File: src/rtl/sha256_msg_padder.sv
// Streaming SHA-256 message padder: packs big-endian words into 512-bit blocks,
// appends the 0x80 marker, zero fill and bit length, then bursts each block to the core.
module sha256_msg_padder #(
    parameter int LEN_W      = 64,
    parameter int MIN_GAP    = 2,
    parameter int FIRST_LEAD = 1
) (
    input  logic        clk,
    input  logic        reset,
    input  logic [31:0] in_data,
    input  logic        in_valid,
    input  logic        in_last,
    input  logic [1:0]  in_bytes,
    output logic        in_ready,
    input  logic        core_busy,
    output logic [31:0] data,
    output logic        write_enable,
    output logic        first_block,
    output logic        last_block,
    output logic        msg_done
);

    localparam int GW = $clog2(MIN_GAP + 2);

    typedef enum logic [2:0] {S_FILL, S_PAD, S_HOLD, S_SEND, S_GAP} state_t;

    state_t           r_state, w_next;
    logic [4:0]       r_wptr;
    logic [3:0]       r_scnt;
    logic [GW-1:0]    r_gcnt;
    logic [LEN_W-1:0] r_len;
    logic             r_first, r_pad80, r_lenblk, r_pend, r_blast;
    logic [31:0]      r_buf [16];
    logic             r_ready, r_we, r_fb, r_lb, r_done;
    logic [31:0]      r_data;

    logic             w_accept, w_blk_done, w_pad_last, w_enter_send;
    logic [2:0]       w_nb;
    logic [31:0]      w_word, w_padword;
    logic [63:0]      w_len64;
    logic [LEN_W-1:0] w_len_add;

    assign w_accept     = r_ready && in_valid && (r_state == S_FILL);
    assign w_nb         = (in_bytes == 2'd0) ? 3'd4 : {1'b0, in_bytes};
    assign w_len_add    = in_last ? LEN_W'({w_nb, 3'b000}) : LEN_W'(32);
    assign w_len64      = 64'(r_len);
    assign w_blk_done   = (w_accept && !in_last && (r_wptr == 5'd15)) ||
                          ((r_state == S_PAD) && (r_wptr >= 5'd15));
    // Block closes as the final one only if the length landed in slots 14/15.
    assign w_pad_last   = (r_wptr == 5'd15) && !r_pad80 && r_lenblk;
    assign w_enter_send = (w_next == S_SEND) && (r_state != S_SEND);

    always_comb begin
        w_word = in_data;
        if (in_last) begin
            case (in_bytes)
                2'd1:    w_word = {in_data[31:24], 8'h80, 16'h0000};
                2'd2:    w_word = {in_data[31:16], 8'h80, 8'h00};
                2'd3:    w_word = {in_data[31:8], 8'h80};
                default: w_word = in_data;
            endcase
        end
    end

    always_comb begin
        w_padword = 32'h0000_0000;
        if (r_pad80)
            w_padword = 32'h8000_0000;
        else if (r_lenblk && (r_wptr == 5'd14))
            w_padword = w_len64[63:32];
        else if (r_lenblk && (r_wptr == 5'd15))
            w_padword = w_len64[31:0];
    end

    always_comb begin
        w_next = r_state;
        case (r_state)
            S_FILL: begin
                if (w_accept) begin
                    if (in_last)
                        w_next = S_PAD;
                    else if (w_blk_done)
                        w_next = core_busy ? S_HOLD : S_SEND;
                end
            end
            S_PAD:  if (w_blk_done) w_next = core_busy ? S_HOLD : S_SEND;
            S_HOLD: if (!core_busy) w_next = S_SEND;
            S_SEND: if (r_scnt == 4'd15) w_next = S_GAP;
            S_GAP:  if ((r_gcnt >= GW'(MIN_GAP)) && !core_busy) w_next = r_pend ? S_PAD : S_FILL;
            default: w_next = S_FILL;
        endcase
    end

    always_ff @(posedge clk or posedge reset) begin
        if (reset) r_state <= S_FILL;
        else       r_state <= w_next;
    end

    always_ff @(posedge clk or posedge reset) begin
        if (reset) begin
            r_wptr   <= '0;
            r_scnt   <= '0;
            r_gcnt   <= '0;
            r_len    <= '0;
            r_first  <= 1'b1;
            r_pad80  <= 1'b0;
            r_lenblk <= 1'b0;
            r_pend   <= 1'b0;
            r_blast  <= 1'b0;
            r_ready  <= 1'b0;
            r_we     <= 1'b0;
            r_data   <= '0;
            r_fb     <= 1'b0;
            r_lb     <= 1'b0;
            r_done   <= 1'b0;
        end else begin
            r_ready <= (w_next == S_FILL);
            r_we    <= 1'b0;
            r_data  <= '0;
            r_fb    <= 1'b0;
            r_lb    <= 1'b0;
            r_done  <= 1'b0;
            case (r_state)
                S_FILL: begin
                    if (w_accept) begin
                        r_wptr <= r_wptr + 5'd1;
                        r_len  <= r_len + w_len_add;
                        if (in_last) begin
                            r_pad80  <= (w_nb == 3'd4);
                            r_lenblk <= (w_nb != 3'd4) && (r_wptr <= 5'd13);
                        end
                        if (w_blk_done) begin
                            r_blast <= 1'b0;
                            r_pend  <= 1'b0;
                        end
                    end
                end
                S_PAD: begin
                    if (!r_wptr[4]) begin
                        r_wptr <= r_wptr + 5'd1;
                        if (r_pad80) begin
                            r_pad80  <= 1'b0;
                            r_lenblk <= (r_wptr <= 5'd13);
                        end
                    end
                    if (w_blk_done) begin
                        r_blast <= w_pad_last;
                        r_pend  <= !w_pad_last;
                    end
                end
                S_SEND: begin
                    r_scnt <= r_scnt + 4'd1;
                    r_we   <= 1'b1;
                    r_data <= r_buf[r_scnt];
                    if (r_scnt == 4'd0) begin
                        r_fb <= r_first;
                        r_lb <= r_blast;
                    end
                    if (r_scnt == 4'd15) begin
                        r_first <= 1'b0;
                        r_wptr  <= '0;
                        r_gcnt  <= '0;
                    end
                end
                S_GAP: begin
                    if (r_gcnt < GW'(MIN_GAP))
                        r_gcnt <= r_gcnt + GW'(1);
                    // Pending length block starts a fresh all-zero fill that carries the length.
                    if (w_next == S_PAD) begin
                        r_lenblk <= 1'b1;
                        r_pend   <= 1'b0;
                    end else if ((w_next == S_FILL) && r_blast) begin
                        r_done  <= 1'b1;
                        r_len   <= '0;
                        r_first <= 1'b1;
                    end
                end
                default: ;
            endcase
            if (w_enter_send) begin
                r_scnt <= '0;
                if (FIRST_LEAD != 0)
                    r_fb <= r_first;
            end
        end
    end

    always_ff @(posedge clk) begin
        if (w_accept)
            r_buf[r_wptr[3:0]] <= w_word;
        else if ((r_state == S_PAD) && !r_wptr[4])
            r_buf[r_wptr[3:0]] <= w_padword;
    end

    assign in_ready     = r_ready;
    assign data         = r_data;
    assign write_enable = r_we;
    assign first_block  = r_fb;
    assign last_block   = r_lb;
    assign msg_done     = r_done;

endmodule

File: config.mk
export PLATFORM = sky130hd
export DESIGN_NAME = sha256_msg_padder
export DESIGN_NICKNAME = d
export VERILOG_FILES = /design/src/rtl/sha256_msg_padder.sv
export SDC_FILE = /design/constraint.sdc
export NUM_CORES = 1
export LEC_CHECK = 0
export BUFFER_PORTS_ARGS = -buffer_cell sky130_fd_sc_hd__buf_4
export CAP_MARGIN = 10
export CORE_ASPECT_RATIO = 0.9
export CORE_MARGIN = 1.5
export CORE_UTILIZATION = 25
export DETAILED_ROUTE_END_ITERATION = 10
export PLACE_DENSITY_LB_ADDON = 0.15
export SYNTH_ARGS = -nofsm -noshare
export SYNTH_HDL_FRONTEND = slang
export SYNTH_SLANG_ARGS = --single-unit
File: constraint.sdc
create_clock -name clk -period 5.15 [get_ports clk]
set_clock_uncertainty 0.15 [all_clocks]
set_input_delay 0.515 -clock clk [delete_from_list [all_inputs] [get_ports clk]]
set_output_delay 0.515 -clock clk [all_outputs]
set_load 0.02 [all_outputs]
### Word level (Yosys, flattened, before mapping)

Memory sizes are Yosys's and may differ from the RTL's.
Index checks and enable logic that the tools add are counted.

| operators by class | value |
|---|---|
| add/sub/neg operators | 4 |
| $lt $le $gt $ge | 4 |
| equal/unequal tests | 26 |
| mux-type cells | 66 |
| bitwise gates (word level) | 1 |
| reduce and logical (&&, ||, !) cells | 39 |

Operators by type and width:

| cell | number |
|---|---|
| $mux 64 | 3 |
| $mux 32 | 5 |
| $pmux 64 s2 | 1 |
| $pmux 24 s3 | 1 |
| $add 64x6->64 | 1 |
| $mux 1 | 32 |
| $mux 24 | 1 |
| $ne 2x2->1 const B | 11 |
| $mux 3 | 7 |
| $reduce_and 4->1 | 5 |
| $mux 5 | 3 |
| $pmux 3 s5 | 1 |
| $pmux 5 s3 | 1 |
| $logic_and 1x1->1 | 14 |
| $eq 5x4->1 const B | 2 |
| $eq 3x2->1 const B | 3 |
| $mux 4 | 2 |
| $reduce_bool 2->1 | 4 |
| $eq 3x1->1 const B | 2 |
| $eq 3x3->1 const B | 2 |
| $logic_not 3->1 | 2 |
| $mux 6 | 1 |
| $pmux 1 s2 | 3 |
| $pmux 1 s3 | 2 |
| 23 further kinds | 31 |

| word-level totals | value |
|---|---|
| register bits | 120 |
| RAM bits | 512 |
| bits of input ports | 39 |
| output and inout port bits | 37 |
| logic and storage cells | 158 |
| memories | 1 |

Memories:

| name | words | bits a word | read ports | clocked after Yosys merged registers in | wr ports | line | source |
|---|---|---|---|---|---|---|---|
| r_buf | 16 | 32 | 1 | 0 | 1 | 33 | `logic [31:0] r_buf [16];` |

### Logic depth before layout (Yosys ltp)

| depth | value |
|---|---|
| word-level depth | 14 |
| depth in mapped cells | 12 |

### Least setup slack after synthesis

OpenSTA, ideal clock, no wires.

| path | value |
|---|---|
| path type | reg-to-reg |
| from | register r_state[0] |
| to | memory r_buf[1][0], enable pin |
| setup time | 461 ps |
| data arrival time | 3864 ps |
| path slack | 675 ps |
| cell stages (with the launch flop) | 7 |
| path buffers | 1 |
| clock period less this slack | 4475 ps |
| cells stage by stage | dfrtp_1 > clkbuf_1 > nor4bb_1 > nand2_1 > a21oi_1 > nand2_1 > nor3_1 |

| between the ends | value |
|---|---|
| cells in the longest elaborated chain, start to end | 6 |
| elaborated cells on any way between the ends | 10 |
| classes of those cells | 1 x eq/ne; 5 x mux; 1 x bitwise; 3 x reduce/logical |

RTL lines:

| item | line | source |
|---|---|---|
| start, declared | 27 | `state_t r_state, w_next;` |
| start signal, assigned | 96 | `else r_state <= w_next;` |
| $eq 3x1->1 | 191 | `else if ((r_state == S_PAD) && !r_wptr[4])` |
| $logic_and 1x1->1 | 191 |  |
| $mux 1 | 191 |  |
| $mux 1 | 189 | `if (w_accept)` |
| $mux 1 (implied by the code) | 192 | `r_buf[r_wptr[3:0]] <= w_padword;` |
| $or 1x1->1 (no line) * | - |  |
| end, declared | 33 |  |

Mark *: on every way between the ends. The rest lies on a longest branch, timed or not.

### Final worst setup path

| path | value |
|---|---|
| from | register r_state[0] |
| to | memory r_buf[1][29], data pin |

| between the ends | value |
|---|---|
| cells in the longest elaborated chain, start to end | 6 |
| elaborated cells on any way between the ends | 8 |
| classes of those cells | 1 x eq/ne; 4 x mux; 3 x reduce/logical |

RTL lines:

| item | line |
|---|---|
| $eq 3x1->1 | 191 |
| $logic_and 1x1->1 | 191 |
| $mux 1 | 191 |
| $mux 1 * | 189 |
| $mux 1 (implied by the code) * | 192 |
| $mux 32 (no line) * | - |

Marks and branches as above.

==> flow_metrics.env <==
export IMPL_min_from="in_bytes[0]"
export IMPL_p_sw_mw=4.220
export IMPL_antenna_found_initial=3
export IMPL_via_per_inst=4.687
export IMPL_intPower_mw=10.35
export IMPL_grt_usage_pct=14.37
export IMPL_powerDensity_mw_per_mm2=474.6
export IMPL_vias=14190
export IMPL_die_w_um=341.3
export IMPL_finalSetupTns_ps=0
export IMPL_finalCriticalPeriod_ps=3949
export IMPL_synthArstFlopShare_pct=18.60
export IMPL_required_ps=5450
export IMPL_syn_nets=1521
export IMPL_power_mw=14.57
export IMPL_post_cts_resized=0
export IMPL_cts_buffers=72
export IMPL_p_comb_share_pct=23.2
export IMPL_ys_seq_area_share_pct=71.10
export IMPL_gp_congestion=0.7908
export IMPL_finalMaxSlewViolations=0
export IMPL_finalSetupViolations=0
export IMPL_regToRegSetupSlack_ps=1200
export IMPL_setup_ws_ps=1201
export IMPL_grt_pass1_vias=14960
export IMPL_grt_start_max_net_pins=77
export IMPL_drc=0
export IMPL_placementRows=111
export IMPL_clkSinkCount=629
export IMPL_worstMarginPinSlew_ps=1063
export IMPL_synth_area_mm2=0.02574
export IMPL_io_pins=76
export IMPL_fillers=10070
export IMPL_status="complete, no violations"
export IMPL_crit_type="register to register"
export IMPL_synthDistinctLibCells=64
export IMPL_die_y_um=307.4
export IMPL_rsz0062_at_grt="no"
export IMPL_ant_nets=0
export IMPL_clock_path_buffers=3
export IMPL_cap_violations=0
export IMPL_die_area_mm2=0.1049
export IMPL_whs_endpoint="r_pad80"
export IMPL_ir_worst_vdd_mv=0.2427
export IMPL_grt_overflow=0
export IMPL_yosysWarnings=0
export IMPL_drtIter0Drc=1154
export IMPL_core_area_mm2=0.1019
export IMPL_cp_start_kind="register"
export IMPL_nets=1663
export IMPL_drt_wl_total_um=74430
export IMPL_cp_max_fo=28
export IMPL_dp_hpwl_um=45440
export IMPL_clock_latency_ps=620
export IMPL_hold_class="input pin to register"
export IMPL_critPathCaptureType="register"
export IMPL_avgSynthCellArea_um2=17.53
export IMPL_hold_viol_final=0
export IMPL_post_place_ws_ps=1261
export IMPL_seqPwrFrac_pct=42.6
export IMPL_clockPowerShare_pct=34.2
export IMPL_wl_per_cell_um=24.58
export IMPL_final_cell_mix="edfxtp_1, mux4_2, buf_4"
export IMPL_dr_pass1_iters=5
export IMPL_clk_root_buffer_cell="clkbuf_16"
export IMPL_start_util_pct=25.25
export IMPL_whs_path_depth=4
export IMPL_relSlewSlack_pct=29.11
export IMPL_reg2regPathDepth=5
export IMPL_p_sw_share_pct=28.97
export IMPL_grt_pass1_wl_um=108700
export IMPL_tritoncts="yes"
export IMPL_portBuffers=75
export IMPL_worstReg2RegStart="r_state[0]"
export IMPL_cts_hold_fix_buffers=1
export IMPL_synth_edf_count=512
export IMPL_path_clk_slew_ps=60
export IMPL_timing_final_crit_share_pct=76.69
export IMPL_cp_arrival_ps=4250
export IMPL_area_growth_pct=19.23
export IMPL_final_common_cell="edfxtp_1"
export IMPL_ys_ff_latch=629
export IMPL_htree_num_levels=3
export IMPL_drive_gt1_share_pct=26.65
export IMPL_power_leakage_nw=10.24
export IMPL_yosys_most_used_dff="edfxtp_1"
export IMPL_synth_cells=1469
export IMPL_regToRegEndpoint="r_buf[1][29]"
export IMPL_max_freq_mhz=253.2
export IMPL_cts_setup_buffers=0
power by group through the flow:
stage	combinational, mW	sequential (mW)	clock [mW]
4_1_cts	3.51	6.23	5.15
3_5_place_dp	3.50	6.33	0
2_1_floorplan	2.25	6.20	0
6_report	3.38	6.21	4.98
3_3_place_gp	3.50	6.34	0
5_1_grt	3.67	6.27	5.33
per-layer routing:
metal	vias to the layer above	track usage (%)	routed length (um)
met5	-	0	13
met1	7586	20.65	35330
li1	6186	-	-
met2	305	22.39	34510
met4	2	4.227	1859
met3	112	2.210	2711
cells in the mapped netlist (all sizes together), types with 3 or more instances:
library cell,count,share of area [%]
a21oi,61,1.2
a32o,3,0.12
a41oi,3,0.10
and2,38,0.92
and3,39,0.95
and4,11,0.37
buf,20,0.34
clkbuf,56,0.82
dfrtp,116,11
edfxtp,512,60
ha,12,0.58
inv,20,0.29
mux2i,8,0.31
mux4,160,14
nand2,89,1.3
nand2b,4,0.097
nand3,30,0.60
nand4,19,0.46
nor2,59,0.86
nor3,19,0.37
nor3b,4,0.16
nor4,8,0.24
nor4b,3,0.10
o211ai,9,0.26
o21ai,57,1.1
o22ai,4,0.097
o31ai,14,0.41
o32ai,3,0.10
or2,7,0.17
or3,11,0.27
or4,15,0.44
xnor2,13,0.44
xor2,13,0.44
logic make-up (layout without fill, tap and decap cells):
| logic type | count (synthesis) | count (layout) | synth area share [%] |
|---|---|---|---|
| other cells | 0 | 2 | 0 |
| fa+ha+maj | 13 | 13 | 0.6610 |
| mux | 168 | 168 | 14.31 |
| buf+inv | 97 | 298 | 1.477 |
| xor+xnor | 26 | 26 | 0.8845 |
| flops | 629 | 629 | 71.10 |
| compound gates | 172 | 172 | 3.995 |
| simple gates | 364 | 364 | 7.577 |
area by class of cell:
| cell class | instances | area, um2 | area share, % |
|---|---|---|---|
| clock inverters | 29 | 255.2 | 0.8316 |
| multi-input cells | 743 | 7176 | 23.38 |
| repair buffers | 144 | 1121 | 3.652 |
| diodes | 2 | 5.005 | 0.01631 |
| flip-flops and latches | 629 | 18320 | 59.67 |
| clock buffers | 104 | 2036 | 6.632 |
| well taps | 1356 | 1697 | 5.527 |
| inverters | 21 | 88.84 | 0.2894 |
through the flow:
step | cell area (um2) | hold WS (ps) | util [%] | instances
6_report | 30690 | 193.8 | 30.11 | 3028
5_1_grt | 30690 | 193.4 | 30.11 | 3026
4_1_cts | 30680 | 151.2 | 30.10 | 3025
3_5_place_dp | 28380 | 346.5 | 27.84 | 2891
3_3_place_gp | 28380 | 324.4 | 27.84 | 2891
2_1_floorplan | 25740 | 293.9 | - | 1469
critical path, cell delays in order (launching register included):
cell and delay (ps):
dfrtp_1 630, or3b_2 550, nor2_1 380, nand2_1 700
o21ai_0 1010, buf_4 350
sequential cells by signal (all words and copies together) (netlist names), 2 cells and up:
| register | flops |
|---|---|
| r_buf | 512 |
| r_len | 61 |
| data | 32 |
| r_wptr | 5 |
| r_scnt | 4 |
| r_state | 3 |
| r_gcnt | 2 |
how the worst max path moves through the flow:
stage	startpoint	endpoint	slack, ps	depth (start not counted)
floorplan	r_state[0]	r_buf[1][0]	670	6
CTS	r_state[2]	r_len[54]	1240	7
finish	r_state[0]	r_buf[1][29]	1200	5
global placement	r_state[0]	r_buf[0][29]	1290	5
global route	r_state[0]	r_buf[8][29]	940	5
detailed placement	r_state[2]	r_len[54]	1260	7
(Power assumes the default switching activity.)
